===== src/rtl/led_pattern_sequencer.sv =====
// LED pattern sequencer: a prescaled step tick sweeps an address (wrap or bounce) over a
// DEPTH-entry pattern RAM that is recorded with a generated pattern or played back.
// Optional: define SEQ_GRAY_EN to record Gray-coded addresses instead of bit-reversed ones.
module led_pattern_sequencer #(
    parameter int DATA_W   = 4,
    parameter int DEPTH    = 16,
    parameter int TICK_DIV = 50000000,
    localparam int AW      = $clog2(DEPTH)
) (
    input  logic              clk,
    input  logic              reset_n,
    input  logic              en,
    input  logic              dir,
    input  logic              bounce,
    input  logic              play,
    output logic              tick_o,
    output logic [AW-1:0]     addr_o,
    output logic [DATA_W-1:0] data_o,
    output logic              phase_o,
    output logic              wrap_o,
    output logic              dbg_dir_up_o
);

    localparam int PW = (TICK_DIV > 1) ? $clog2(TICK_DIV) : 1;
    localparam int MW = (DATA_W > AW) ? DATA_W : AW;
    localparam logic [PW-1:0] PRESC_LAST = PW'(TICK_DIV - 1);
    localparam logic [AW-1:0] ADDR_LAST  = AW'(DEPTH - 1);
    localparam logic [AW-1:0] ADDR_TURN  = AW'(DEPTH - 2);

    // Bounce-mode sweep direction; tracks dir whenever bounce is low.
    typedef enum logic {
        DIR_UP   = 1'b0,
        DIR_DOWN = 1'b1
    } dir_e;

    dir_e              state_q, state_d;
    logic [PW-1:0]     presc_q, presc_d;
    logic [AW-1:0]     addr_q, addr_d;
    logic [DATA_W-1:0] data_q, data_d;
    logic              phase_q, phase_d;
    logic              tick_q;
    logic              wrap_q, wrap_d;
    logic              tick_c;
    logic              ram_we;
    logic [DATA_W-1:0] pat_c;
    logic [DATA_W-1:0] ram_q [DEPTH];

    function automatic logic [DATA_W-1:0] pat_f(input logic [AW-1:0] a);
        logic [AW-1:0] p;
        logic [MW-1:0] w;
`ifdef SEQ_GRAY_EN
        p = a ^ (a >> 1);
`else
        p = '0;
        for (int i = 0; i < AW; i++) begin
            p[i] = a[AW-1-i];
        end
`endif
        w = '0;
        w[AW-1:0] = p;
        return w[DATA_W-1:0];
    endfunction

    assign tick_c = en && (presc_q == PRESC_LAST);
    assign pat_c  = pat_f(addr_q);

    always_comb begin
        state_d = state_q;
        presc_d = presc_q + PW'(1);
        addr_d  = addr_q;
        data_d  = data_q;
        phase_d = phase_q;
        wrap_d  = 1'b0;
        ram_we  = 1'b0;

        if (!en || tick_c) begin
            presc_d = '0;
        end

        if (tick_c) begin
            // Data always reflects the pre-advance address.
            if (play) begin
                data_d = ram_q[addr_q];
            end else begin
                data_d = pat_c;
                ram_we = 1'b1;
            end

            if (!bounce) begin
                if (dir) begin
                    addr_d = addr_q + AW'(1);
                    wrap_d = (addr_q == ADDR_LAST);
                end else begin
                    addr_d = addr_q - AW'(1);
                    wrap_d = (addr_q == '0);
                end
            end else begin
                case (state_q)
                    DIR_UP: begin
                        if (addr_q == ADDR_LAST) begin
                            state_d = DIR_DOWN;
                            addr_d  = ADDR_TURN;
                            wrap_d  = 1'b1;
                        end else begin
                            addr_d = addr_q + AW'(1);
                        end
                    end
                    DIR_DOWN: begin
                        if (addr_q == '0) begin
                            state_d = DIR_UP;
                            addr_d  = AW'(1);
                            wrap_d  = 1'b1;
                        end else begin
                            addr_d = addr_q - AW'(1);
                        end
                    end
                    default: state_d = DIR_UP;
                endcase
            end

            if (wrap_d) begin
                phase_d = ~phase_q;
            end
        end

        if (!bounce) begin
            state_d = dir ? DIR_UP : DIR_DOWN;
        end
    end

    always_ff @(posedge clk) begin
        if (!reset_n) begin
            state_q <= DIR_UP;
            presc_q <= '0;
            addr_q  <= '0;
            data_q  <= '0;
            phase_q <= 1'b1;
            tick_q  <= 1'b0;
            wrap_q  <= 1'b0;
        end else begin
            state_q <= state_d;
            presc_q <= presc_d;
            addr_q  <= addr_d;
            data_q  <= data_d;
            phase_q <= phase_d;
            tick_q  <= tick_c;
            wrap_q  <= wrap_d;
        end
    end

    // Pattern storage is deliberately not reset; a tick during reset must not write.
    always_ff @(posedge clk) begin
        if (reset_n && ram_we) begin
            ram_q[addr_q] <= pat_c;
        end
    end

    assign tick_o       = tick_q;
    assign addr_o       = addr_q;
    assign data_o       = data_q;
    assign phase_o      = phase_q;
    assign wrap_o       = wrap_q;
    assign dbg_dir_up_o = (state_q == DIR_UP);

endmodule


===== config.mk =====
export PLATFORM = sky130hd
export DESIGN_NAME = led_pattern_sequencer
export DESIGN_NICKNAME = d
export VERILOG_FILES = /design/src/rtl/led_pattern_sequencer.sv
export SDC_FILE = /design/constraint.sdc
export NUM_CORES = 1
export LEC_CHECK = 0
export BUFFER_PORTS_ARGS = -buffer_cell sky130_fd_sc_hd__buf_2
export CELL_PAD_IN_SITES_DETAIL_PLACEMENT = 1
export CELL_PAD_IN_SITES_GLOBAL_PLACEMENT = 2
export CORE_MARGIN = 2
export CORE_UTILIZATION = 43
export DETAILED_ROUTE_END_ITERATION = 16
export PLACE_DENSITY = 0.88
export SETUP_SLACK_MARGIN = 0.1
export SKIP_LAST_GASP = 1
export SLEW_MARGIN = 0
export SYNTH_ARGS = -nofsm -noshare
export SYNTH_HDL_FRONTEND = slang
export SYNTH_SLANG_ARGS = --single-unit

===== constraint.sdc =====
create_clock -name clk -period 3.8 [get_ports clk]
set_clock_uncertainty 0.1 [all_clocks]
set_input_delay 0.19 -clock clk [delete_from_list [all_inputs] [get_ports clk]]
set_output_delay 0.19 -clock clk [all_outputs]
set_load 0.05 [all_outputs]

==> flow_metrics.tcl, run 1 <==
set metrics [dict create \
    drv_cap 0 \
    post-route-util 0.482 \
    pwr-share-clk 0.367 \
    cp_slowest_cell "ha_1" \
    leakage_uw 0.00179 \
    required_ns 3.96 \
    wl_mm 9.91 \
    power.switching_uw 394 \
    path_max_fanout 39 \
    max_freq_mhz 397 \
    tritoncts "yes" \
    cts_made_buffers 9 \
    fp.dieW_um 106 \
    clk_latency_ns 0.37 \
    cts.clk_slew.worst_paths_ns 0.11 \
    hold_depth 3 \
    cts_htree_levels 3 \
    final_cell_mix "64 x edfxtp_1, 40 x nor2_1, 37 x dfxtp_1" \
    seq_power_share 0.616 \
    io_pins 18 \
    cts_sinks 102 \
    cp-start-kind "flop" \
    tightest_slew_ns 0.636 \
    multi_input_area_mm2 0.00171 \
    r2r_start "addr_o[1]" \
    core_mm2 0.0102 \
    ff2ff_setup_slack_ns 1.28 \
    finalNetCount 381 \
    via_count 2811 \
    dr.pass1.iters 4 \
    synth_fp_nets 365 \
    layout-drive-gt1-share 0.168 \
    synth_async_sr_flop_share 0 \
    antenna_found_initial 0 \
    yosysTopAreaCell "edfxtp_1" \
    vias_per_cell 5.51 \
    grt_pass1_wl_mm 15.9 \
    intPower_uw 1500 \
    finalHoldViolCount 0 \
    hp-class "in2reg" \
    drc 0 \
    die_area_mm2 0.0113 \
    synth_top_area_share 0.426 \
    vdd.ir_drop.worst_mv 0.216 \
    ys_seq_area_frac 0.595 \
    syn_area_mm2 0.00451 \
    r2r_end "phase_o" \
    synth_seq_cells 102 \
    grt_overflow 0 \
    fillers 1058 \
    rsz0062_at_grt "no" \
    syn_to_final_growth_pct 9.47 \
    drt_iter0_markers 114 \
    final_common_cell "edfxtp_1" \
    crit_family "compound AO/OA/AOI/OAI gates" \
    crit_buf_inv 1 \
    worstHoldStart "en" \
    p_comb_frac 0.016 \
    cts_setup_buffers 0 \
    start_util 0.441 \
    p_sw_frac 0.208 \
    ant_nets 0 \
    hpwl_mm 6.74 \
    synth.area.top_cells "edfxtp_1 43%, dfxtp_1 17%, mux4_2 8.0%, nor2_1 3.3%, xnor2_1 3.1%" \
    finalPower_uw 1890 \
    syn_area_per_cell_um2 12.8 \
    synth_edf_count 64 \
    finalSetupViolCount 0 \
    pre_cts_slack_ns 1.29 \
    synth_cells 353 \
    yosys_most_used_dff "edfxtp_1" \
    maxSlewViolCount 0 \
    slew_headroom 0.575 \
    post-route-min-period_ns 2.52 \
    dieHeight_um 106 \
    io_buffers 17 \
    critPathArrivalTime_ns 2.68 \
    end_kind "flop" \
    area.sequential_mm2 0.00268 \
    rows 37 \
    timing.hold.ws_ns 0.0439 \
    grt_usage 0.185 \
    path_cells "buf_4 > ha_1 > and3_1 > o21ai_0 > a2111oi_4 > xnor2_1 > nand2_1" \
    max-clock-path-buffers 2 \
    grt_pass1_vias 2877 \
    setup-tns-final_ns 0 \
    ys_types 46 \
    holdPathEnd "tick_o" \
    cts-root-buf "clkbuf_8" \
    yosysWarnings 0 \
    fin_ws_ns 1.28 \
    gp_congestion 0.782 \
    max_stage_delay_ns 0.42 \
    critPathKind "reg2reg" \
    pwr_density_cell_mw_per_mm2 383 \
    grt_max_degree 40 \
    ff2ff_path_depth 7 \
    layout_worst_path_cycle_share 0.664 \
    num_antenna_cells 0 \
    wl_per_cell_um 19.4 \
    status "finished, final reports clean" \
]
kinds of logic (layout without fill, tap and decap cells):
family / Yosys count / in the layout / synth area share
AND/OR/NAND/NOR: 128 / 128 / 0.157
flip-flops: 102 / 102 / 0.595
AO/OA/AOI/OAI: 47 / 47 / 0.0714
XOR/XNOR: 27 / 27 / 0.0525
buffers and inverters: 26 / 47 / 0.0247
multiplexers: 17 / 17 / 0.0822
adder cells (fa/ha/maj): 6 / 6 / 0.0167
worst max path at each step:
stage	startpoint	endpoint	cells past startpoint
finish	addr_o[1]	phase_o	7
global placement	addr_o[1]	phase_o	7
CTS	addr_o[1]	phase_o	7
detailed placement	addr_o[1]	phase_o	7
floorplan	addr_o[0]	phase_o	9
global route	addr_o[1]	phase_o	7
flip-flops by register name (all words and copies together), names as in the netlist:
name / count
ram_q: 64
phase_o: 1
addr_o: 4
presc_q: 26
data_o: 4
state_q: 1
tick_o: 1
wrap_o: 1
per-layer routing:
layer | wire, µm | vias to the layer above | GRT usage | part of all wire
met5 | 0 | - | 0 | 0
met4 | 204 | 0 | 0.0724 | 0.021
met3 | 213 | 13 | 0.0313 | 0.021
met2 | 5120 | 39 | 0.311 | 0.52
met1 | 4370 | 1417 | 0.240 | 0.44
li1 | - | 1342 | - | -
power groups by stage:
stage | combinational [µW] | sequential, µW | clock [µW]
after floorplan | 22.8 | 1190 | 0
after global placement | 29.8 | 1190 | 0
after detailed placement | 30.2 | 1190 | 0
after CTS | 31.3 | 1170 | 724
after global routing | 34.5 | 1170 | 765
final | 31.0 | 1170 | 695
layout make-up:
| cell class | instances | area share |
|---|---|---|
| clock buffer | 13 | 0.0370 |
| clock inverter | 3 | 0.00431 |
| inverter | 8 | 0.00609 |
| multi-input combinational | 225 | 0.347 |
| sequential | 102 | 0.544 |
| tap | 136 | 0.0345 |
| timing repair buffer | 23 | 0.0269 |
stage by stage:
step                      cell area (µm²)  instances
after floorplan                      4510        353
after global placement               4720        493
after detailed placement             4720        493
after CTS                            4930        510
after global routing                 4930        510
final                                4930        510
cells in the mapped netlist (2+ instances only):
| library cell | instances |
|---|---|
| nand2_1 | 17 |
| nor2b_1 | 4 |
| o21ai_0 | 11 |
| a21oi_1 | 15 |
| and4_1 | 4 |
| a21o_1 | 5 |
| mux4_2 | 16 |
| and3_1 | 20 |
| nor4_1 | 3 |
| nor3_1 | 9 |
| buf_4 | 2 |
| nand4_1 | 3 |
| inv_1 | 8 |
| buf_1 | 2 |
| clkbuf_1 | 9 |
| xor2_1 | 11 |
| dfxtp_1 | 38 |
| nand3_1 | 9 |
| buf_2 | 4 |
| nor4b_1 | 2 |
| nor2_1 | 40 |
| or3_1 | 3 |
| nand4_2 | 2 |
| nor3b_1 | 2 |
| edfxtp_1 | 64 |
| xnor2_1 | 16 |
| ha_1 | 6 |
| and2_1 | 3 |
| a22oi_1 | 8 |
timing repair:
| action | CTS | global route |
|---|---|---|
| gates resized for setup | 0 | 0 |
| endpoints found under the hold margin | 1 | 0 |
| hold buffers | 1 | 0 |
worst register-to-register path: cells and delay by family, from the launching register on:
family	cells	cell delay, ns
and+or+nand+nor	2	0.39
buffers and inverters	1	0.40
xor gates and xnor gates	1	0.16
DFF	1	0.34
adders and majority gates	1	0.43
AOI/OAI and AO/OA	2	0.61
(Power assumes the default switching activity.)
==> run 2: changes to the inputs <==
- clock period: 3.8 -> 2.55 ns (I/O delays scaled with it)
==> run 2 against run 1 <==
  * Clock-buffer cell count is 3 lower
  * Sequential share of layout area is 0.78 points lower
  * Flip-flop and latch count stayed put
  * Sequential power is 48% higher
  * Critical path depth stayed put
  * First-iteration DRC count is 63% higher
  * Non-clock buffer count is 9 higher
  * Die area stayed put
==> flow_metrics.tcl, run 2 (synthesis gave the netlist of run 1 again) <==
set metrics [dict create \
    setup-tns-final_ns 0 \
    dieHeight_um 106 \
    max_freq_mhz 443 \
    start_util 0.441 \
    layout_worst_path_cycle_share 0.886 \
    multi_input_area_mm2 0.00173 \
    slew_headroom 0.673 \
    cts.clk_slew.worst_paths_ns 0.10 \
    fin_cells 519 \
    vdd.ir_drop.worst_mv 0.191 \
    largest-register "ram_q" \
    gp_congestion 0.816 \
    drc 0 \
    cts_made_buffers 9 \
    die_area_mm2 0.0113 \
    final_common_cell "edfxtp_1" \
    place_inst 500 \
    drv_cap 0 \
    dr.pass1.iters 4 \
    rows 37 \
    critPathKind "reg2reg" \
    end_kind "flop" \
    cp-start-kind "flop" \
    antenna_found_initial 0 \
    wl_per_cell_um 18.8 \
    tritoncts "yes" \
    crit_buf_inv 1 \
    via_count 2847 \
    required_ns 2.72 \
    hpwl_mm 6.65 \
    top_regs "ram_q (64), presc_q (26)" \
    finalNetCount 390 \
    hp-class "in2reg" \
    io_pins 18 \
    maxSlewViolCount 0 \
    critPathArrivalTime_ns 2.43 \
    grt_pass1_vias 2989 \
    wl_mm 9.73 \
    leakage_uw 0.00182 \
    vias_per_cell 5.49 \
    fillers 1070 \
    max-clock-path-buffers 2 \
    path_cells "inv_2 > ha_4 > or3b_4 > or3_4 > a2111oi_4 > xnor2_1 > nand2_1" \
    clk_latency_ns 0.37 \
    cts-root-buf "clkbuf_8" \
    finalHoldViolCount 0 \
    max_stage_delay_ns 0.43 \
    finalPower_uw 2710 \
    grt_pass1_wl_mm 16.1 \
    cts_htree_levels 3 \
    syn_to_final_growth_pct 11.3 \
    layout-drive-gt1-share 0.196 \
    post-route-min-period_ns 2.26 \
    grt_max_degree 42 \
    grt_overflow 0 \
    rsz0062_at_grt "no" \
    crit_family "simple AND/OR/NAND/NOR gates" \
    path_max_fanout 6 \
    num_antenna_cells 0 \
    cp_slowest_cell "or3b_4" \
    area.sequential_mm2 0.00269 \
    status "finished, final reports clean" \
    io_buffers 17 \
    fp.dieW_um 106 \
    pwr_density_cell_mw_per_mm2 541 \
    core_mm2 0.0102 \
    grt_usage 0.187 \
    final_cell_mix "64 x edfxtp_1, 40 x nor2_1, 36 x dfxtp_1" \
    cts_sinks 102 \
    finalSetupViolCount 0 \
    ant_nets 0 \
    tightest_slew_ns 0.489 \
    largest_register_ffs 64 \
    drt_iter0_markers 186 \
]
==> run 2: report_power, final <==
group / switching (µW) / internal (µW)
registers: 4.20 / 1730
clock network: 554 / 377
logic: 30.0 / 18.6
total: 589 / 2130
==> run 2: metal layers <==
layer | part of all wire | vias up | track usage | wire [µm]
li1 | - | 1357 | - | -
met1 | 0.48 | 1436 | 0.259 | 4650
met2 | 0.47 | 42 | 0.291 | 4610
met3 | 0.030 | 12 | 0.0411 | 295
met4 | 0.018 | 0 | 0.0630 | 172
met5 | 0 | - | 0 | 0
==> run 2: tightest hold or removal path: cells and delay by family <==
kind,cells,cell delay [ns]
compound gates,1,0.08
simple gates,1,0.25
buf+inv,1,0.11
==> run 2: cell type report <==
class,count,area share
tap,136,0.0339
sequential,102,0.536
clock buffer,10,0.0274
inverter,8,0.00648
timing repair buffer,32,0.0434
clock inverter,6,0.00748
multi-input combinational,225,0.345
==> run 2: worst paths after layout <==
check | from | endpoint | slack (ns) | cells after the start
max | addr_o[1] | phase_o | 0.29 | 7
min | dir | state_q | 0.14 | 3
max reg2reg | addr_o[1] | phase_o | 0.29 | 7
min reg2reg | presc_q[0] | presc_q[0] | 0.37 | 1
==> run 2: timing repair <==
action,4_1_cts,5_1_grt
hold endpoints to repair,8,0
hold buffers,3,0
endpoints found under the setup margin,0,28
gates resized for setup,0,1
setup buffers,0,0
==> run 2: stage by stage <==
step | util | worst slack [ns] | hold WS, ns | instance area (µm²)
after detailed placement | 0.470 | 0.244 | 0.290 | 4810
after global routing | 0.490 | 0.141 | 0.195 | 5020
after global placement | 0.470 | 0.329 | 0.271 | 4810
after CTS | 0.490 | 0.229 | 0.124 | 5010
after floorplan | - | 0.121 | 0.0894 | 4550
final | 0.490 | 0.292 | 0.139 | 5020
==> run 3: changes to the inputs <==
- CORE_ASPECT_RATIO: not set -> 2
- TNS_END_PERCENT: not set -> 100
==> run 3 against run 2 <==
  * Final cell count fell by 0.39%
  * First-iteration DRC count fell by 3.8%
  * Worst hold slack got worse by 0.13 ns
  * Clock power is 49% higher
  * Clock-buffer cell count is 1 lower
  * Sequential share of layout area down 1.2 points
  * Maximum frequency rose by 0.73%
==> flow_metrics.tcl, run 3 (synthesis gave the netlist of run 1 again) <==
set metrics [dict create \
    met2_usage 0.369 \
    grt_util_met3 0.0412 \
    leakage_uw 0.00188 \
    layout_worst_path_cycle_share 0.879 \
    start_util 0.444 \
    worstHoldStart "en" \
    fillers 1077 \
    gp_congestion 0.813 \
    path_max_fanout 5 \
    drt_iter0_markers 179 \
    die_area_mm2 0.0114 \
    multi_input_area_mm2 0.00173 \
    pwr_density_cell_mw_per_mm2 619 \
    largest-register "ram_q" \
    post-route-min-period_ns 2.24 \
    rows 52 \
    required_ns 2.51 \
    io_buffers 17 \
    num_antenna_cells 0 \
    ctsResizeCount 0 \
    r2r_start "presc_q[17]" \
    max-clock-path-buffers 2 \
    grt_overflow 0 \
    final_cell_mix "64 x edfxtp_1, 40 x nor2_1, 36 x dfxtp_1" \
    vias_per_cell 5.46 \
    critPathKind "reg2reg" \
    drc 0 \
    drv_cap 0 \
    hpwl_mm 7.21 \
    end_kind "flop" \
    vdd.ir_drop.worst_mv 0.395 \
    met1_usage 0.190 \
    cts-root-buf "clkbuf_16" \
    tightest_slew_ns 0.517 \
    crit_start "presc_q[17]" \
    finalSetupViolCount 0 \
    ant_nets 0 \
    busiest_layer "met2" \
    grt_pass1_wl_mm 16.4 \
    top_regs "ram_q (64), presc_q (26)" \
    setup-tns-final_ns 0 \
    antenna_found_initial 0 \
    max_freq_mhz 446 \
    final_common_cell "edfxtp_1" \
    grt_max_degree 40 \
    wl_mm 9.83 \
    finalHoldViolCount 0 \
    timing.hold.ws_ns 0.0137 \
    grt_usage 0.189 \
    dieHeight_um 149 \
    slew_headroom 0.653 \
    area.sequential_mm2 0.00269 \
    cts_htree_levels 3 \
    core_mm2 0.0101 \
    grt_pass1_vias 3095 \
    largest_register_ffs 64 \
    cts_made_buffers 9 \
    status "finished, final reports clean" \
    dr.pass1.iters 4 \
    rsz0062_at_grt "no" \
    tritoncts "yes" \
    io_pins 18 \
    cp-start-kind "flop" \
    clk_latency_ns 0.34 \
    cts_sinks 102 \
    cts.clk_slew.worst_paths_ns 0.07 \
    finalNetCount 389 \
    maxSlewViolCount 0 \
    critPathArrivalTime_ns 2.21 \
    fp.dieW_um 76.4 \
    layout-drive-gt1-share 0.196 \
    syn_to_final_growth_pct 13.8 \
    wl_per_cell_um 19.0 \
    via_count 2823 \
    hp-class "in2reg" \
]
[run 3: changes by cell type in the layout (fill, tap and decap cells not counted), sizes merged]
| cell | previous run | this run |
|---|---|---|
| buf | 29 | 30 |
| dlygate4sd3 | 3 | 1 |
| clkbuf | 10 | 9 |
| clkinvlp | 2 | 0 |
| bufinv | 0 | 1 |
| inv | 8 | 10 |
[run 3: area by class of cell]
class                      count  share of cell area
timing repair buffer          31              0.0400
multi-input combinational    225               0.336
inverter                       8             0.00634
clock inverter                 7              0.0161
tap                          135              0.0329
sequential                   102               0.524
clock buffer                   9              0.0439
[run 3: what timing repair did]
action	in CTS	in global routing
buffers inserted	0	0
hold endpoints to repair	1	0
hold buffers	1	0
[run 3: critical path, cell delays in order, from the launching register on]
cell,delay (ns)
dfxtp_1,0.36
nor4bb_1,0.41
nand4_2,0.26
or2_1,0.33
nor3_1,0.31
buf_4,0.20
[run 3: final timing paths]
check           endpoint  slack (ns)  cells past startpoint
max reg2reg  ram_q[0][2]        0.31                      5
min reg2reg   presc_q[0]        0.36                      1
max          ram_q[0][2]        0.31                      5
min               tick_o        0.01                      3
[run 3: metrics by stage]
step	setup WS (ns)	instances	total power, µW	instance area (µm²)	util
after floorplan	0.121	353	1800	4550	-
after global placement	0.361	500	1820	4810	0.474
after detailed placement	0.275	500	1820	4810	0.474
after CTS	0.266	517	3220	5130	0.505
after global routing	0.128	517	3280	5130	0.505
final	0.308	517	3180	5130	0.505
[run 3: per-layer routing]
| layer | routed length, µm | vias up |
|---|---|---|
| met5 | 0 | - |
| met3 | 232 | 19 |
| met2 | 5790 | 39 |
| li1 | - | 1355 |
| met4 | 303 | 0 |
| met1 | 3510 | 1410 |
[run 3: report_power, final]
| part | total (µW) | internal [µW] | switching [µW] | leakage (µW) |
|---|---|---|---|---|
| logic | 50.3 | 18.7 | 31.6 | 0.000717 |
| clock network | 1390 | 776 | 614 | 0.000151 |
| registers | 1740 | 1730 | 4.09 | 0.00101 |
